--- config.mk ---
export PLATFORM = sky130hd
export DESIGN_NAME = bcd_countdown_timer
export DESIGN_NICKNAME = d
export VERILOG_FILES = /design/src/rtl/bcd_timer_pkg.sv /design/src/rtl/bcd_digit_down.sv /design/src/rtl/bcd_countdown_timer.sv
export SDC_FILE = /design/constraint.sdc
export NUM_CORES = 1
export LEC_CHECK = 0
export CORE_MARGIN = 5
export CORE_UTILIZATION = 40
export DETAILED_ROUTE_END_ITERATION = 6
export HOLD_SLACK_MARGIN = 0.1
export PLACE_DENSITY = 0.81
export SLEW_MARGIN = 5
export SYNTH_ARGS = -nofsm -noshare
export SYNTH_HDL_FRONTEND = slang
export SYNTH_SLANG_ARGS = --single-unit
--- constraint.sdc ---
create_clock -name clk -period 6.7 [get_ports clk]
set_input_delay 1.34 -clock clk [delete_from_list [all_inputs] [get_ports clk]]
set_output_delay 1.34 -clock clk [all_outputs]
set_load 0.005 [all_outputs]
--- src/rtl/bcd_timer_pkg.sv ---
// Shared types and helpers for the BCD countdown timer.
package bcd_timer_pkg;

    localparam int DIGIT_W = 4;

    typedef enum logic [1:0] {
        IDLE  = 2'd0,
        RUN   = 2'd1,
        PAUSE = 2'd2
    } state_t;

    // Digit 1 is the tens-of-seconds digit in mm:ss mode.
    function automatic logic [DIGIT_W-1:0] digit_max(input int index, input logic mm_ss);
        return (index == 1 && mm_ss) ? 4'd5 : 4'd9;
    endfunction

endpackage

--- src/rtl/bcd_digit_down.sv ---
// One BCD down-counting digit with saturating load and wrap-to-MAX on borrow.
module bcd_digit_down
    import bcd_timer_pkg::*;
#(
    parameter logic [DIGIT_W-1:0] MAX = 4'd9
) (
    input  logic               clk,
    input  logic               clr,
    input  logic               load,
    input  logic [DIGIT_W-1:0] load_val,
    input  logic               dec,
    output logic [DIGIT_W-1:0] digit,
    output logic               is_zero,
    output logic               clamped_o
);

    logic over;

    assign over    = (load_val > MAX);
    assign is_zero = (digit == '0);

    always_ff @(posedge clk) begin
        if (clr) begin
            digit     <= '0;
            clamped_o <= 1'b0;
        end else if (load) begin
            digit     <= over ? MAX : load_val;
            clamped_o <= over;
        end else begin
            clamped_o <= 1'b0;
            if (dec) begin
                digit <= is_zero ? MAX : digit - 4'd1;
            end
        end
    end

endmodule

--- src/rtl/bcd_countdown_timer.sv ---
// Multi-digit BCD countdown timer with run/pause control, halting at zero
// with a one-cycle done pulse.
module bcd_countdown_timer
    import bcd_timer_pkg::*;
#(
    parameter int NUM_DIGITS = 4,
    parameter int MM_SS      = 1
) (
    input  logic                          clk,
    input  logic                          clr,
    input  logic                          tick,
    input  logic                          load,
    input  logic [DIGIT_W*NUM_DIGITS-1:0] data,
    input  logic                          start,
    input  logic                          pause,
    output logic [DIGIT_W*NUM_DIGITS-1:0] out,
    output logic                          zero,
    output logic                          running,
    output logic                          done,
    output logic                          clamped
);

    state_t                state;
    logic [NUM_DIGITS-1:0] is_zero;
    logic [NUM_DIGITS-1:0] dec;
    logic [NUM_DIGITS-1:0] clamp_bits;
    logic [NUM_DIGITS:0]   lower_zero;
    logic                  run_tick;
    logic                  upper_zero;
    logic                  at_one;

    // load and pause both outrank tick, so either one suppresses the decrement.
    assign run_tick      = (state == RUN) && tick && !load && !pause;
    assign lower_zero[0] = 1'b1;

    generate
        for (genvar i = 0; i < NUM_DIGITS; i++) begin : g_digit
            assign lower_zero[i+1] = lower_zero[i] & is_zero[i];
            assign dec[i]          = run_tick & lower_zero[i];

            bcd_digit_down #(
                .MAX(digit_max(i, MM_SS != 0))
            ) u_digit (
                .clk      (clk),
                .clr      (clr),
                .load     (load),
                .load_val (data[DIGIT_W*i +: DIGIT_W]),
                .dec      (dec[i]),
                .digit    (out[DIGIT_W*i +: DIGIT_W]),
                .is_zero  (is_zero[i]),
                .clamped_o(clamp_bits[i])
            );
        end
    endgenerate

    always_comb begin
        upper_zero = 1'b1;
        for (int i = 1; i < NUM_DIGITS; i++) begin
            upper_zero = upper_zero & is_zero[i];
        end
    end

    // A decrement from exactly 1 is the only way the count reaches zero.
    assign at_one  = (out[DIGIT_W-1:0] == 4'd1) && upper_zero;
    assign zero    = lower_zero[NUM_DIGITS];
    assign running = (state == RUN);
    assign clamped = |clamp_bits;

    always_ff @(posedge clk) begin
        if (clr) begin
            state <= IDLE;
            done  <= 1'b0;
        end else begin
            done <= 1'b0;
            if (load) begin
                state <= IDLE;
            end else begin
                case (state)
                    IDLE: begin
                        if (!pause && start && !zero) state <= RUN;
                    end
                    RUN: begin
                        if (pause) begin
                            state <= PAUSE;
                        end else if (run_tick && at_one) begin
                            state <= IDLE;
                            done  <= 1'b1;
                        end
                    end
                    PAUSE: begin
                        if (!pause && start) state <= RUN;
                    end
                    default: state <= IDLE;
                endcase
            end
        end
    end

endmodule

==> reports/qor.csv, run 1 <==
stage;metric;value;unit
pwr;PD cells;169;nW/µm²
clocking;CTS Buf Count;3;
timing;final setup fails;0;
global_routing;total track usage;18.1;%
floorplanning;chip height;66.2;µm
finish;Fillers;323;
worst_setup_path;crit-path max FO;8;
synthesis;synth top area cells;dfxtp_1, nor2_1, or4_1;
clocking;Resized cells post-CTS;0;
placement;Setup WS pre-CTS;2.80;ns
pwr;P_leak;0.603;nW
job;max_cap viols;0;
route;DR WL met3;206;µm
synthesis;top-area cell type share of the netlist area;36.4;%
placement;HPWL Detailed;2880;µm
floorplanning;Die X;66.2;µm
synthesis;post-synthesis cell area;1260;µm²
global_routing;initial antenna violation count;0;
route;DR WL met2;1880;µm
global_routing;vias in the first global route;1330;
finish;Nets;216;
placement;Port Buf Inserts;41;
clocking;clk slew on worst S/H paths;0.13;ns
clocking;hold-fix buffers at CTS;0;
route;top routing layer used;met4;
finish;Layout Cells excl Fill;237;
worst_setup_path;worst r2r path cells;4;
clocking;postcts setup bufs;0;
timing;minimum clock period;4.23;ns
outcome;status;complete, no violations;
route;total number of vias;1409;
synthesis;Post-synth EDFFs;0;
synthesis;Mean Syn Cell Area;8.06;µm²
worst_setup_path;CP max stage cell;or4_4;
finish;share of layout cells above drive strength 1;4.66;%
route;Initial DRT Pass Iterations;4;
clocking;CTS Sinks;23;
placement;placed cells;233;
route;Vias/cell;5.95;
timing;skew final;0.00381;ns
worst_hold_path;hold path start;g_digit[1].u_digit.digit[3];
clocking;clk buf depth;2;
pwr;Max VDD drop;0.107;mV
floorplanning;Die ar.;4390;µm²
worst_hold_path;hold path depth;2;
synthesis;Synth Flop Type;dfxtp_1;
worst_setup_path;slowest cell delay on critical path;0.57;ns
finish;multi-input logic area;743;µm²
clocking;latest clock arrival within the worst-skew pair;0.32;ns
worst_setup_path;startpoint types;register;
clocking;TritonCTS clock tree;done;
worst_setup_path;Worst setup EP type;primary output;
route;total length of routed wires;3800;µm
worst_hold_path;worst-case hold path end point;g_digit[1].u_digit.digit[3];
route;M1 WL;1650;µm
global_routing;largest net degree at the start of global routing;29;
placement;Placed Area;1700;µm²
global_routing;first-pass GRT wire length;6240;µm
timing;Final WS setup;2.47;ns
floorplanning;core outline area;3050;µm²
route;drt drc;0;
worst_setup_path;most used cell, CP;or4_4;
timing;Fmax;0.236;GHz
finish;Ant. Diodes;0;
synthesis;area leader, netlist;dfxtp_1;
synthesis;FFs w/ async S/R, synth;0;%
floorplanning;row cnt;20;
clocking;H-tree Lvls;1;
synthesis;sequential share of the synthesized area;36.4;%
worst_setup_path;critical path class;register to primary output;
worst_setup_path;worst path arrival time;2.89;ns
clocking;Clock Root Buffer;clkbuf_4;
worst_setup_path;r2r setup slk;4.34;ns
global_routing;GR Overflow Total;0;
floorplanning;I/O pin total;42;
timing;final worst-path cycle share;63.1;%
timing;Slew @ Worst Pin;0.945;ns
synthesis;syn_nets;179;
timing;unrepaired setup endpoints after global routing;false;
placement;GPL Wtd Cong;0.850;
worst_setup_path;CP required;5.36;ns
synthesis;Post-Synthesis Cells;157;
worst_setup_path;reg2reg end;state[0];
route;Routed Antenna Nets;0;
synthesis;#FFs+latches synth;23;
finish;Register Area;460;µm²
synthesis;most common library cells after synthesis;dfxtp_1, nor2_1, a21oi_1;
route;Initial DRC Count;52;
timing;Slew Limit Fails;0;
synthesis;number of library cell types mapped by synthesis;42;
route;drt wl/cell;16.0;µm
floorplanning;starting density of the core;41.4;%
worst_setup_path;crit-path cells;or4_4 -> or3_1 -> or4_4 -> nor2_1 -> clkdlybuf4s50_1;
finish;P&R area growth vs syn;36.2;%
timing;relative slew slack;36.8;%
synthesis;count leader, synth;dfxtp_1;
finish;fin area;1720;µm²
synthesis;synth warn;0;
timing;Final Hold Viols;0;
worst_hold_path;hold crit path type;register to register;
worst_setup_path;launch point of the worst reg-to-reg path;g_digit[0].u_digit.digit[3];
timing;total negative slack;0;ns
-- area by class of cell --
cell class | instances | area share, %
Multi-Input combinational cell | 118 | 43.1
Sequential cell | 23 | 26.7
Timing Repair Buffer | 41 | 23.8
Tap cell | 44 | 3.20
Inverter | 7 | 1.53
Clock buffer | 3 | 1.31
Clock inverter | 1 | 0.290
-- where the power goes --
group | internal [mW] | total, mW | switching, mW
Combinational | 0.0387 | 0.0699 | 0.0313
Sequential | 0.144 | 0.154 | 0.0103
Clock | 0.0223 | 0.0674 | 0.0451
Total | 0.205 | 0.292 | 0.0866
-- worst max path at each step --
stage,start,end,slack [ns],depth (start not counted)
3_3_place_gp,g_digit[0].u_digit.digit[3],zero,2.87,5
2_1_floorplan,g_digit[0].u_digit.digit[3],zero,3.37,5
5_1_grt,g_digit[0].u_digit.digit[3],zero,2.39,5
4_1_cts,g_digit[0].u_digit.digit[3],zero,2.48,5
6_report,g_digit[0].u_digit.digit[3],zero,2.47,5
3_5_place_dp,load,g_digit[3].u_digit.digit[3],2.80,5
-- flip-flops by register name (all words and copies together) (netlist names) --
| signal | flops |
|---|---|
| done | 1 |
| g_digit.u_digit.clamped_o | 4 |
| g_digit.u_digit.digit | 16 |
| state | 2 |
-- worst max-delay path, delay by kind of cell, from the launching register on --
kind / cells / cell delay [ns]
buf+inv: 1 / 0.51
flops: 1 / 0.38
simple gates: 4 / 1.69
-- cells in the final DEF (no fill, tap or decap), drive strengths merged, types with 4 or more instances in the layout --
master,n
a21oi,11
clkdlybuf4s50,41
dfxtp,23
inv,6
nand2,8
nand3b,4
nor2,16
nor3,7
nor4,8
o21ai,6
or3,5
or4,10
-- layer usage --
layer  vias to the layer above  GRT usage (%)
met3                         8           2.89
met5                         -              0
met2                        52           30.9
li1                        681              -
met1                       668           23.1
met4                         0           5.84
-- kinds of logic (layout without fill, tap and decap cells) --
logic type             count (synthesis)  count (layout)  synth area share [%]
AO/OA/AOI/OAI                         43              43                  23.7
XOR/XNOR                               3               3                  2.08
buffers and inverters                 16              52                  4.85
flip-flops                            23              23                  36.4
AND/OR/NAND/NOR                       72              72                  32.9
-- through the flow --
| step | util (%) | total power, mW | hold WS (ns) |
|---|---|---|---|
| final | 56.4 | 0.292 | 0.515 |
| after floorplan | - | 0.190 | 0.460 |
| after CTS | 56.4 | 0.291 | 0.522 |
| after detailed placement | 55.5 | 0.227 | 0.497 |
| after global placement | 55.5 | 0.225 | 0.483 |
| after global routing | 56.4 | 0.302 | 0.548 |
(Power assumes the default switching activity.)
==> run 2, diff against run 1 <==
==> constraint.sdc (replaced) <==
create_clock -name clk -period 4.4 [get_ports clk]
set_input_delay 0.88 -clock clk [delete_from_list [all_inputs] [get_ports clk]]
set_output_delay 0.88 -clock clk [all_outputs]
set_load 0.005 [all_outputs]
==> run 2 against run 1 <==
Compared with the run above: clock skew is 0.0040 ns higher; sequential share of layout area down 0.23 points; cell count rose by 0.84%; sequential power increased by 53%; power up 52%; via count decreased by 2.2%; critical path depth is the same; non-clock buffer count increased by 2.
==> reports/qor.csv, run 2 (same netlist as run 1, synthesis figures left out) <==
stage;metric;value;unit
floorplanning;row cnt;20;
finish;Nets;218;
timing;relative slew slack;52.9;%
placement;Port Buf Inserts;41;
clocking;hold-fix buffers at CTS;0;
clocking;CTS Buf Count;3;
pwr;Max VDD drop;0.101;mV
outcome;status;complete, no violations;
floorplanning;I/O pin total;42;
route;Initial DRC Count;64;
placement;Placed Area;1710;µm²
timing;minimum clock period;3.79;ns
placement;GPL Wtd Cong;0.856;
route;total number of vias;1378;
pwr;clock share of power;22.9;%
timing;final worst-path cycle share;86.1;%
floorplanning;core outline area;3050;µm²
clocking;Clock Root Buffer;clkbuf_4;
route;Vias/cell;5.77;
clocking;clk slew on worst S/H paths;0.13;ns
placement;Setup WS pre-CTS;0.966;ns
timing;Final Hold Viols;0;
clocking;CTS Sinks;23;
timing;Final WS setup;0.612;ns
floorplanning;chip height;66.2;µm
finish;Top Registers;g_digit.u_digit.digit x16, g_digit.u_digit.clamped_o x4, state x2;
clocking;postcts setup bufs;0;
worst_setup_path;startpoint types;register;
finish;commonest non-fill, non-tap cell in the layout;clkdlybuf4s50_1;
pwr;Net Sw Power;0.131;mW
clocking;Resized cells post-CTS;0;
worst_setup_path;CP required;3.52;ns
global_routing;vias in the first global route;1292;
timing;unrepaired setup endpoints after global routing;false;
clocking;latest clock arrival within the worst-skew pair;0.32;ns
job;max_cap viols;0;
worst_setup_path;crit-path max FO;8;
clocking;TritonCTS clock tree;done;
clocking;clk buf depth;2;
finish;P&R area growth vs syn;37.4;%
worst_hold_path;hold crit path type;register to register;
floorplanning;Die X;66.2;µm
timing;final setup fails;0;
route;Routed Antenna Nets;0;
worst_setup_path;worst path arrival time;2.91;ns
pwr;sw frac;29.5;%
route;Initial DRT Pass Iterations;4;
pwr;Gate power share;24.3;%
floorplanning;Die ar.;4390;µm²
finish;Fillers;306;
pwr;internal power;0.313;mW
finish;max reg flops;16;
timing;skew final;0.00776;ns
worst_setup_path;Worst setup EP type;primary output;
finish;Ant. Diodes;0;
clocking;H-tree Lvls;1;
route;total length of routed wires;3780;µm
finish;most frequent cells in the layout;clkdlybuf4s50_1, dfxtp_1, nor2_1, a21oi_1;
global_routing;largest net degree at the start of global routing;18;
route;drt wl/cell;15.8;µm
timing;Fmax;0.264;GHz
floorplanning;starting density of the core;41.4;%
pwr;P_leak;0.612;nW
placement;placed cells;235;
timing;Slew @ Worst Pin;0.700;ns
finish;fin util;56.9;%
global_routing;first-pass GRT wire length;6110;µm
timing;Slew Limit Fails;0;
placement;HPWL Detailed;2840;µm
route;drt drc;0;
finish;Largest Register;g_digit.u_digit.digit;
timing;total negative slack;0;ns
global_routing;initial antenna violation count;0;
global_routing;total track usage;17.8;%
worst_setup_path;critical path class;register to primary output;
global_routing;GR Overflow Total;0;
finish;Layout Cells excl Fill;239;
finish;fin area;1740;µm²
pwr;PD cells;256;nW/µm²
finish;share of layout cells above drive strength 1;5.64;%
pwr;sequential share of power;52.9;%
run 2: changes by cell type in the layout (fill, tap and decap cells not counted), sizes merged:
cell / change
buf: +2
run 2: worst paths after layout:
| check | from | end | depth (start not counted) | slack (ns) |
|---|---|---|---|---|
| worst min register to register | g_digit[1].u_digit.digit[3] | g_digit[1].u_digit.digit[3] | 2 | 0.50 |
| worst max-delay path | g_digit[0].u_digit.digit[3] | zero | 5 | 0.61 |
| worst min-delay path | g_digit[1].u_digit.digit[3] | g_digit[1].u_digit.digit[3] | 2 | 0.50 |
| worst max register to register | g_digit[0].u_digit.digit[3] | state[0] | 4 | 2.06 |
run 2: critical path: stages, from the launching register on:
cell and delay [ns]:
dfxtp_1 0.38, or4_4 0.57, or3_1 0.48, or4_4 0.54, nor2_1 0.11, clkdlybuf4s50_1 0.51
run 2: through the flow:
step | power, mW | hold slack (ns)
2_1_floorplan | 0.289 | 0.460
3_3_place_gp | 0.344 | 0.471
3_5_place_dp | 0.346 | 0.479
4_1_cts | 0.448 | 0.502
5_1_grt | 0.469 | 0.526
6_report | 0.444 | 0.504
run 2: layout make-up:
type / instances / area, µm² / share of cell area (%)
multi-input cells: 118 / 743 / 42.8
flip-flops and latches: 23 / 460 / 26.5
repair buffers: 43 / 425 / 24.5
well taps: 44 / 55.1 / 3.17
inverters: 7 / 26.3 / 1.51
clock buffers: 3 / 22.5 / 1.30
clock inverters: 1 / 5.00 / 0.288
run 2: routing by layer:
metal,wire length [µm],vias to the layer above,global-route usage (%)
met3,152,5,2.55
met1,1710,648,21.9
li1,-,686,-
met2,1870,39,31.5
met4,38,0,5.33
met5,0,-,0
run 2: power groups by stage:
stage / Combinational [mW] / Clock, mW / Sequential [mW]
floorplan: 0.0541 / 0 / 0.235
global route: 0.118 / 0.114 / 0.237
global placement: 0.106 / 0 / 0.238
finish: 0.108 / 0.101 / 0.235
CTS: 0.108 / 0.105 / 0.235
detailed placement: 0.107 / 0 / 0.239
==> run 3, diff against run 2 <==
--- a/config.mk
+++ b/config.mk
@@ -9,8 +9,9 @@
 export CORE_UTILIZATION = 40
 export DETAILED_ROUTE_END_ITERATION = 6
 export HOLD_SLACK_MARGIN = 0.1
-export PLACE_DENSITY = 0.81
+export PLACE_DENSITY = 0.82
 export SLEW_MARGIN = 5
 export SYNTH_ARGS = -nofsm -noshare
 export SYNTH_HDL_FRONTEND = slang
+export SYNTH_HIERARCHICAL = 1
 export SYNTH_SLANG_ARGS = --single-unit
==> run 3 against run 2 <==
Compared with the run above: clock-buffer cell count grew 1; synthesized cell count down 17%; cell area fell by 2.4%; routed wire length decreased by 16%; core utilization is 0.43 points lower; first-iteration DRC count shrank 3.1%; non-clock buffer count decreased by 2; global-route usage down 2.2 points; clock power decreased by 5%; power is 3.9% lower.
==> reports/qor.csv, run 3 <==
stage;metric;value;unit
global_routing;total track usage;15.6;%
synthesis;Post-synth EDFFs;0;
clocking;hold-fix buffers at CTS;0;
timing;final setup fails;0;
route;Vias/cell;5.51;
worst_setup_path;CP bufs+invs;1;
clocking;Resized cells post-CTS;0;
synthesis;top-area cell type share of the netlist area;37.7;%
timing;minimum clock period;2.94;ns
worst_setup_path;crit-path cells;clkdlybuf4s50_1 -> nor3b_2 -> and3_1 -> and3_1 -> nor4b_4 -> nand2_1 -> a311oi_2;
outcome;status;complete, no violations;
timing;Slew @ Worst Pin;0.958;ns
pwr;P_leak;0.591;nW
worst_setup_path;critical path class;input port to register;
placement;GPL Wtd Cong;0.782;
pwr;sequential share of power;55.7;%
pwr;Max VDD drop;0.0861;mV
floorplanning;starting density of the core;40.7;%
route;total length of routed wires;3160;µm
placement;Placed Area;1670;µm²
synthesis;number of library cell types mapped by synthesis;35;
worst_hold_path;hold path start;g_digit[1].u_digit/digit[3];
route;Initial DRC Count;62;
synthesis;Synth Flop Type;dfxtp_1;
clocking;Clock Root Buffer;clkbuf_4;
pwr;internal power;0.310;mW
pwr;Overall Power;0.427;mW
job;max_cap viols;0;
floorplanning;Die ar.;4260;µm²
finish;P&R area growth vs syn;38.8;%
placement;Setup WS pre-CTS;1.14;ns
synthesis;Mean Syn Cell Area;9.33;µm²
finish;Largest Register;g_digit.u_digit/digit;
route;drt drc;0;
worst_setup_path;most used cell, CP;and3_1;
worst_setup_path;launch point of the worst reg-to-reg path;g_digit[0].u_digit/digit[2];
worst_setup_path;CP required;4.62;ns
floorplanning;core outline area;3000;µm²
synthesis;#FFs+latches synth;23;
clocking;latest clock arrival within the worst-skew pair;0.30;ns
finish;most frequent cells in the layout;clkdlybuf4s50_1, dfxtp_1, a21oi_1, inv_1, nor2_1;
synthesis;area leader, netlist;dfxtp_1;
timing;Final WS setup;1.46;ns
floorplanning;Die X;65.3;µm
route;Routed Antenna Nets;0;
placement;placed cells;204;
timing;final worst-path cycle share;66.8;%
worst_setup_path;startpoint types;input port;
finish;fin area;1700;µm²
clocking;clk slew on worst S/H paths;0.12;ns
timing;unrepaired setup endpoints after global routing;false;
worst_setup_path;slowest cell delay on critical path;0.76;ns
finish;share of layout cells above drive strength 1;8.57;%
finish;commonest non-fill, non-tap cell in the layout;clkdlybuf4s50_1;
pwr;clock share of power;22.6;%
route;Initial DRT Pass Iterations;4;
worst_setup_path;Worst setup EP type;register;
pwr;PD cells;251;nW/µm²
worst_setup_path;family with the most delay on the worst path;simple AND/OR/NAND/NOR gates;
worst_setup_path;Setup crit start;load;
finish;Top Registers;g_digit.u_digit/digit x16, g_digit.u_digit/clamped_o x4, state x2;
route;total number of vias;1146;
synthesis;most common library cells after synthesis;dfxtp_1, a21oi_1, inv_1;
worst_setup_path;CP max stage cell;clkdlybuf4s50_1;
floorplanning;row cnt;20;
pwr;Gate power share;21.7;%
synthesis;count leader, synth;dfxtp_1;
placement;Port Buf Inserts;41;
placement;HPWL Detailed;2390;µm
synthesis;sequential share of the synthesized area;37.7;%
worst_hold_path;hold crit path type;register to register;
synthesis;synth warn;6;
timing;Final Hold Viols;0;
clocking;H-tree Lvls;1;
global_routing;GR Overflow Total;0;
synthesis;Post-Synthesis Cells;131;
global_routing;first-pass GRT wire length;5340;µm
clocking;clk buf depth;2;
worst_setup_path;worst path arrival time;3.16;ns
clocking;TritonCTS clock tree;done;
synthesis;FFs w/ async S/R, synth;0;%
finish;Nets;198;
floorplanning;chip height;65.3;µm
timing;total negative slack;0;ns
global_routing;initial antenna violation count;0;
clocking;CTS Buf Count;3;
synthesis;synth top area cells;dfxtp_1, nor4b_4, a21oi_1;
timing;Fmax;0.340;GHz
pwr;Net Sw Power;0.116;mW
timing;relative slew slack;35.9;%
floorplanning;I/O pin total;42;
worst_setup_path;crit-path max FO;19;
finish;Ant. Diodes;0;
clocking;CTS Sinks;23;
clocking;postcts setup bufs;0;
synthesis;syn_nets;153;
finish;max reg flops;16;
route;drt wl/cell;15.2;µm
timing;skew final;0.00101;ns
global_routing;largest net degree at the start of global routing;25;
finish;Fillers;267;
pwr;sw frac;27.3;%
finish;Layout Cells excl Fill;208;
synthesis;post-synthesis cell area;1220;µm²
timing;Slew Limit Fails;0;
global_routing;vias in the first global route;1168;
==> run 3: cell count changes in the layout (fill, tap and decap cells not counted), sizes merged, moves of 4 or more <==
| cell | before | now |
|---|---|---|
| a311oi | 2 | 7 |
| or4 | 10 | 1 |
| or3 | 5 | 0 |
| xnor2 | 3 | 7 |
| nor4b | 0 | 4 |
| inv | 6 | 11 |
| nor2 | 16 | 9 |
==> run 3: worst reg2reg max path, cell delays in order (launching register included) <==
cell and delay (ns):
dfxtp_1 0.41, nor4_1 0.41, and3_1 0.31, and3_1 0.28
nor4b_4 0.26, nand2_1 0.11, a311oi_2 0.22
==> run 3: power groups by stage <==
stage | clock, mW | combinational [mW] | sequential, mW
3_5_place_dp | 0 | 0.0927 | 0.242
6_report | 0.0963 | 0.0928 | 0.238
3_3_place_gp | 0 | 0.0905 | 0.241
4_1_cts | 0.102 | 0.0932 | 0.238
2_1_floorplan | 0 | 0.0379 | 0.240
5_1_grt | 0.112 | 0.101 | 0.240
==> run 3: path summary, 6_finish.rpt <==
| kind | end | slack [ns] | depth (start not counted) |
|---|---|---|---|
| worst min-delay path | g_digit[1].u_digit/digit[3] | 0.49 | 2 |
| worst min register to register | g_digit[1].u_digit/digit[3] | 0.49 | 2 |
| worst max register to register | g_digit[3].u_digit/digit[2] | 2.31 | 6 |
| worst max-delay path | g_digit[3].u_digit/digit[2] | 1.46 | 7 |
==> run 3: logic make-up (layout without fill, tap and decap cells) <==
| logic type | Yosys count | after routing | synth area share, % |
|---|---|---|---|
| and+or+nand+nor | 45 | 45 | 26.6 |
| AOI/OAI and AO/OA | 43 | 43 | 26.3 |
| DFF | 23 | 23 | 37.7 |
| buffers and inverters | 12 | 56 | 3.68 |
| xor gates and xnor gates | 8 | 8 | 5.73 |
==> run 3: final cells by class <==
type	count	area, µm²	share of cell area, %
multi-input cells	96	717	42.3
flip-flops and latches	23	460	27.1
repair buffers	41	410	24.2
inverters	11	41.3	2.43
well taps	33	41.3	2.43
clock buffers	4	26.3	1.55
==> run 3: through the flow <==
| step | hold WS [ns] | util, % |
|---|---|---|
| after CTS | 0.491 | 56.5 |
| after global routing | 0.509 | 56.5 |
| after detailed placement | 0.472 | 55.6 |
| final | 0.495 | 56.5 |
| after floorplan | 0.454 | - |
| after global placement | 0.456 | 55.6 |
==> run 3: routing by layer <==
layer | wire length, µm | part of all wire [%] | global-route usage (%) | vias up
li1 | - | - | - | 579
met1 | 1360 | 43 | 18.3 | 538
met2 | 1630 | 52 | 27.3 | 27
met3 | 138 | 4.4 | 2.74 | 2
met4 | 30 | 0.95 | 6.99 | 0
met5 | 0 | 0 | 0 | -
